**src/rtl/touch_key_decode.sv**
```systemverilog
// Touch-screen key decoder: maps registered {x,y} touch words onto a fixed key grid and
// emits debounced press/release pulses, a held level and the accepted key code.
module touch_key_decode #(
    parameter int DEB_CYCLES = 1_000_000,
    parameter int GRID_X0    = 0,
    parameter int GRID_Y0    = 0,
    parameter int KEY_W      = 200,
    parameter int KEY_H      = 160,
    parameter int COLS       = 4,
    parameter int ROWS       = 4
) (
    input  logic        clk,
    input  logic        rst_n,
    input  logic [31:0] data,
    output logic [7:0]  key_code,
    output logic        key_press,
    output logic        key_release,
    output logic        key_held,
    output logic        busy
);

    localparam int                CNT_W    = $clog2(DEB_CYCLES + 1);
    localparam logic [CNT_W-1:0]  DEB_LAST = CNT_W'(DEB_CYCLES - 1);
    localparam logic [15:0]       X0       = 16'(GRID_X0);
    localparam logic [15:0]       Y0       = 16'(GRID_Y0);
    localparam logic [15:0]       KW       = 16'(KEY_W);
    localparam logic [15:0]       KH       = 16'(KEY_H);
    localparam logic [3:0]        NCOL     = 4'(COLS);
    localparam logic [3:0]        NROW     = 4'(ROWS);
    localparam logic [7:0]        NCOL8    = 8'(COLS);

    typedef enum logic [2:0] {
        S_IDLE,
        S_LOCATE,
        S_DEBOUNCE,
        S_PRESSED,
        S_OUTSIDE
    } state_t;

    state_t            r_state, w_state_next;
    logic [31:0]       r_data;
    logic [15:0]       r_xr, r_yr;
    logic [3:0]        r_col, r_row;
    logic              r_oog;
    logic [7:0]        r_cand;
    logic [CNT_W-1:0]  r_cnt;
    logic [7:0]        r_key_code;
    logic              r_press, r_release, r_held;

    logic [15:0]       w_x, w_y;
    logic              w_x_step, w_y_step;
    logic [7:0]        w_cand_code;
    logic              w_start, w_latch, w_press, w_release, w_cnt_clr, w_cnt_inc;

    assign w_x         = r_data[31:16];
    assign w_y         = r_data[15:0];
    assign w_x_step    = (r_xr >= KW) && (r_col < NCOL);
    assign w_y_step    = (r_yr >= KH) && (r_row < NROW);
    assign w_cand_code = {4'd0, r_row} * NCOL8 + {4'd0, r_col};

    always_ff @(posedge clk) begin
        if (!rst_n) r_state <= S_IDLE;
        else        r_state <= w_state_next;
    end

    // NOTE: every signal gets a default before the case so no path leaves one unassigned (no latches).
    always_comb begin
        w_state_next = r_state;
        w_start      = 1'b0;
        w_latch      = 1'b0;
        w_press      = 1'b0;
        w_release    = 1'b0;
        w_cnt_clr    = 1'b0;
        w_cnt_inc    = 1'b0;
        case (r_state)
            S_IDLE: begin
                if (r_data != 32'd0) begin
                    w_start      = 1'b1;
                    w_state_next = S_LOCATE;
                end
            end
            S_LOCATE: begin
                if (!w_x_step && !w_y_step) begin
                    w_cnt_clr = 1'b1;
                    if (r_col == NCOL || r_row == NROW || r_oog) begin
                        w_state_next = S_OUTSIDE;
                    end else begin
                        w_latch      = 1'b1;
                        w_state_next = S_DEBOUNCE;
                    end
                end
            end
            S_DEBOUNCE: begin
                if (r_data == 32'd0) begin
                    w_state_next = S_IDLE;
                end else if (r_cnt == DEB_LAST) begin
                    w_press      = 1'b1;
                    w_cnt_clr    = 1'b1;
                    w_state_next = S_PRESSED;
                end else begin
                    w_cnt_inc = 1'b1;
                end
            end
            S_PRESSED, S_OUTSIDE: begin
                // Both wait for an unbroken run of no-touch samples; any touch restarts the run.
                if (r_data != 32'd0) begin
                    w_cnt_clr = 1'b1;
                end else if (r_cnt == DEB_LAST) begin
                    w_release    = (r_state == S_PRESSED);
                    w_cnt_clr    = 1'b1;
                    w_state_next = S_IDLE;
                end else begin
                    w_cnt_inc = 1'b1;
                end
            end
            default: w_state_next = S_IDLE;
        endcase
    end

    // NOTE: sequential state uses non-blocking assignments so every register samples pre-edge values.
    always_ff @(posedge clk) begin
        if (!rst_n) begin
            r_data     <= '0;
            r_xr       <= '0;
            r_yr       <= '0;
            r_col      <= '0;
            r_row      <= '0;
            r_oog      <= 1'b0;
            r_cand     <= '0;
            r_cnt      <= '0;
            r_key_code <= '0;
            r_press    <= 1'b0;
            r_release  <= 1'b0;
            r_held     <= 1'b0;
        end else begin
            r_data <= data;

            if (w_start) begin
                r_xr  <= w_x - X0;
                r_yr  <= w_y - Y0;
                r_col <= '0;
                r_row <= '0;
                r_oog <= (w_x < X0) || (w_y < Y0);
            end else if (r_state == S_LOCATE) begin
                if (w_x_step) begin
                    r_xr  <= r_xr - KW;
                    r_col <= r_col + 4'd1;
                end
                if (w_y_step) begin
                    r_yr  <= r_yr - KH;
                    r_row <= r_row + 4'd1;
                end
            end

            if (w_latch) r_cand <= w_cand_code;

            if (w_cnt_clr)      r_cnt <= '0;
            else if (w_cnt_inc) r_cnt <= r_cnt + CNT_W'(1);

            r_press   <= w_press;
            r_release <= w_release;
            if (w_press) begin
                r_key_code <= r_cand;
                r_held     <= 1'b1;
            end else if (w_release) begin
                r_held <= 1'b0;
            end
        end
    end

    assign key_code    = r_key_code;
    assign key_press   = r_press;
    assign key_release = r_release;
    assign key_held    = r_held;
    assign busy        = (r_state != S_IDLE);

endmodule
```
**config.mk**
```make
export PLATFORM = sky130hd
export DESIGN_NAME = touch_key_decode
export DESIGN_NICKNAME = d
export VERILOG_FILES = /design/src/rtl/touch_key_decode.sv
export SDC_FILE = /design/constraint.sdc
export NUM_CORES = 1
export LEC_CHECK = 0
export ABC_AREA = 1
export CELL_PAD_IN_SITES_DETAIL_PLACEMENT = 1
export CELL_PAD_IN_SITES_GLOBAL_PLACEMENT = 1
export CORE_ASPECT_RATIO = 2
export CORE_MARGIN = 10
export CORE_UTILIZATION = 35
export DETAILED_ROUTE_END_ITERATION = 6
export PLACE_DENSITY = 0.76
export SLEW_MARGIN = 0
export SYNTH_ARGS = -nofsm -noshare
export SYNTH_HDL_FRONTEND = slang
export SYNTH_SLANG_ARGS = --single-unit
```
**constraint.sdc**
```tcl
create_clock -name clk -period 2.4 [get_ports clk]
set_input_delay 0.48 -clock clk [delete_from_list [all_inputs] [get_ports clk]]
set_output_delay 0.48 -clock clk [all_outputs]
set_load 0.02 [all_outputs]
```
==> reports/metrics.cfg <==
[run_status]
status=complete, no violations

[placed_design]
place_hpwl_um=11740
gp_congestion=0.8626
dp_cells=1002
place_ws_ns=0.1289
io_buffer_count=44

[finish]
nNetsFinal=862
fin_util_pct=41.97
drive_gt1_share_pct=10.09
n_antenna_cell=0
synthToLayoutAreaGrowth_pct=17.19
instances_no_fill=1018

[power_and_ir_drop]
p_clk_share_pct=25.4
peakVddDrop_mv=0.3701
swShare_pct=40.50
p_int_mw=3.595
p_leak_nw=2.930
power_frac_comb_pct=38.4
pwr-share-seq_pct=36.3
power.density_nw_per_um2=966.5
p_sw_mw=2.448

[routing]
vias=4916
drc_errors=0
drt_first_iter_violations=133
ant_nets=0
viasPerCell=4.829
routed_wl_um=14760
wl_per_cell_um=14.50
dr.pass1.iters=5

[setup_path]
r2r_slack_ns=0.36
start_kind=flop
ff2ff_path_depth=12
cp_data_arrival_time_ns=1.76
crit_type=flop to output port
r2r_start=r_data[15]$_SDFF_PN0_
required_ns=1.92
path_max_fanout=5
endpoint_kind=output port
rr_endpoint=r_cnt[10]$_SDFFE_PP0P_

[synthesis]
ys_warn_count=0
synthAdderAreaFrac_pct=2.486
syn_area_sq_um=5335
synth_area_leader_cell=dfxtp_1
ys_async_sr_fraction_pct=0
synth_top_family_by_area=simple AND/OR/NAND/NOR gates
ys_ff_latch=104
synth-seq-area-share_pct=39.02
synth_xor_area_share_pct=3.283
syn_inst=778
ys_top_cells_by_area=dfxtp_1 39%, nand2_1 15%, inv_1 8.4%
synth_top_area_share_pct=39.02
synth_cell_types=40
synthMuxAreaShare_pct=0
synthTopCellsByCount=214 x nand2_1, 119 x inv_1, 104 x dfxtp_1
synth_compound_area_share_pct=8.208
yosysMostFrequentCell=nand2_1
synth_ff_type=dfxtp_1
synthSimpleGateAreaFrac_pct=34.59
syn-num-nets=822
synth_area_per_cell_sq_um=6.857
synth-edff-count=0

[die]
die_x_um=107.3
start_util_pct=35.81
dieArea_sq_um=20880
pin_count=46
fp-row-count=63
die_h_um=194.6
coreArea_sq_um=14900

[sta]
rsz0062_at_grt=false
tns_ns=0
finClkSkew_ns=0.009514
final_hold_viol_count=0
timing.fmax_mhz=445.8
fin_crit_sh_pct=93.46
final_max_slew_viol_count=0
tightest_slew_ns=0.5901
max-slew-margin-rel_pct=60.66
setup-violations-final=0
layout_setup_ws_ns=0.1568
finalCriticalPeriod_ns=2.243

[cts]
cts_resized=0
path_clk_slew_ns=0.08
clock_path_buffers=2
cts_tree=built
postCtsSetupRepairBufs=0
hold_buffers=0
cts.sinks=104
cts_buffers=9
cts-root-buf=clkbuf_16
cts_max_level=3
clock_latency_ns=0.35

[global_routing]
grt_pass1_vias=5298
grt_pass1_wl_um=24830
antenna_found_initial=0
grt_use_total_pct=14.71
grt_max_degree=59
grt-ovfl-total=0

[worst_hold_path]
hold_path_class=flop to flop
hp-start=key_code[2]$_SDFFE_PN0P_
hold_depth=2
min_to=key_code[2]$_SDFFE_PN0P_

[flow_run]
max_cap_violations=0

placed cells by master (no fill, tap or decap), types with 2 or more instances in the layout:
cell	instances
nand4_1	11
nand2_2	5
nand2_4	2
a31oi_1	14
ha_1	9
inv_6	2
nand2_1	214
inv_2	18
nand3_1	44
buf_4	8
xor2_1	18
a21oi_1	25
nor2_2	10
o211ai_1	2
dfxtp_1	104
o21ai_1	18
nand3_2	9
o21ai_0	14
clkbuf_16	9
nor3_1	6
nor4_1	4
inv_1	119
xnor2_1	2
o221ai_1	3
nor2_4	6
clkinv_4	3
nor2_1	83
nand3_4	3
clkdlybuf4s50_1	43
power by group through the flow:
stage,combinational [mW],clock (mW),sequential [mW]
after CTS,2.36,1.58,2.19
final,2.32,1.53,2.19
after floorplan,1.76,0,2.17
after global placement,2.29,0,2.22
after global routing,2.65,1.64,2.23
after detailed placement,2.33,0,2.23
kinds of logic (layout without fill, tap and decap cells):
kind of cell,Yosys count,in the layout
buffers and inverters,161,206
AOI/OAI and AO/OA,79,79
xor gates and xnor gates,20,20
and+or+nand+nor,403,403
adders and majority gates,10,10
other,1,1
DFF,104,104
cell type report:
type / instances / area (sq um)
fill: 1926 / 8646
multi-input combinational: 513 / 2600
sequential: 104 / 2082
inverter: 138 / 518.0
timing repair buffer: 52 / 495.5
tap: 195 / 244.0
clock buffer: 10 / 239.0
clock inverter: 6 / 73.82
through the flow:
step	cell area (sq um)	total power, mW	hold WS [ns]
2_1_floorplan	5335	3.928	0.4473
3_3_place_gp	5934	4.514	0.4313
3_5_place_dp	5934	4.555	0.4407
4_1_cts	6247	6.125	0.4525
5_1_grt	6252	6.523	0.4737
6_report	6252	6.043	0.4476
worst max-delay path, cell delays in order, from the launching register on:
cell             delay [ns]
dfxtp_1                0.45
inv_2                  0.06
nand2_1                0.12
nor2_2                 0.09
inv_2                  0.10
clkdlybuf4s50_1        0.60
worst max path at each step:
stage,endpoint,cells after the start,start
6_report,busy,5,r_state[1]$_SDFFE_PN0P_
5_1_grt,busy,5,r_state[1]$_SDFFE_PN0P_
4_1_cts,r_cnt[5]$_SDFFE_PP0P_,11,r_data[15]$_SDFF_PN0_
3_5_place_dp,r_cnt[5]$_SDFFE_PP0P_,11,r_data[15]$_SDFF_PN0_
3_3_place_gp,r_cnt[5]$_SDFFE_PP0P_,11,r_data[15]$_SDFF_PN0_
2_1_floorplan,r_state[2]$_SDFFE_PN0P_,12,r_cnt[0]$_SDFFE_PP0P_
flip-flops by register name, indices dropped and copies added (netlist names):
signal / count
key_code: 7
r_cnt: 20
r_col: 4
key_held: 1
r_state: 3
r_xr: 13
r_yr: 11
r_data: 32
key_release: 1
r_row: 4
key_press: 1
r_cand: 7
routing by layer:
layer / GRT usage [%] / part of all wire (%) / vias to the layer above
li1: - / - / 2477
met1: 12.66 / 34 / 2344
met2: 29.86 / 60 / 57
met3: 2.054 / 2.0 / 38
met4: 8.396 / 4.8 / 0
met5: 0 / 0 / -
No activity file was read; power rests on OpenSTA's default activity.
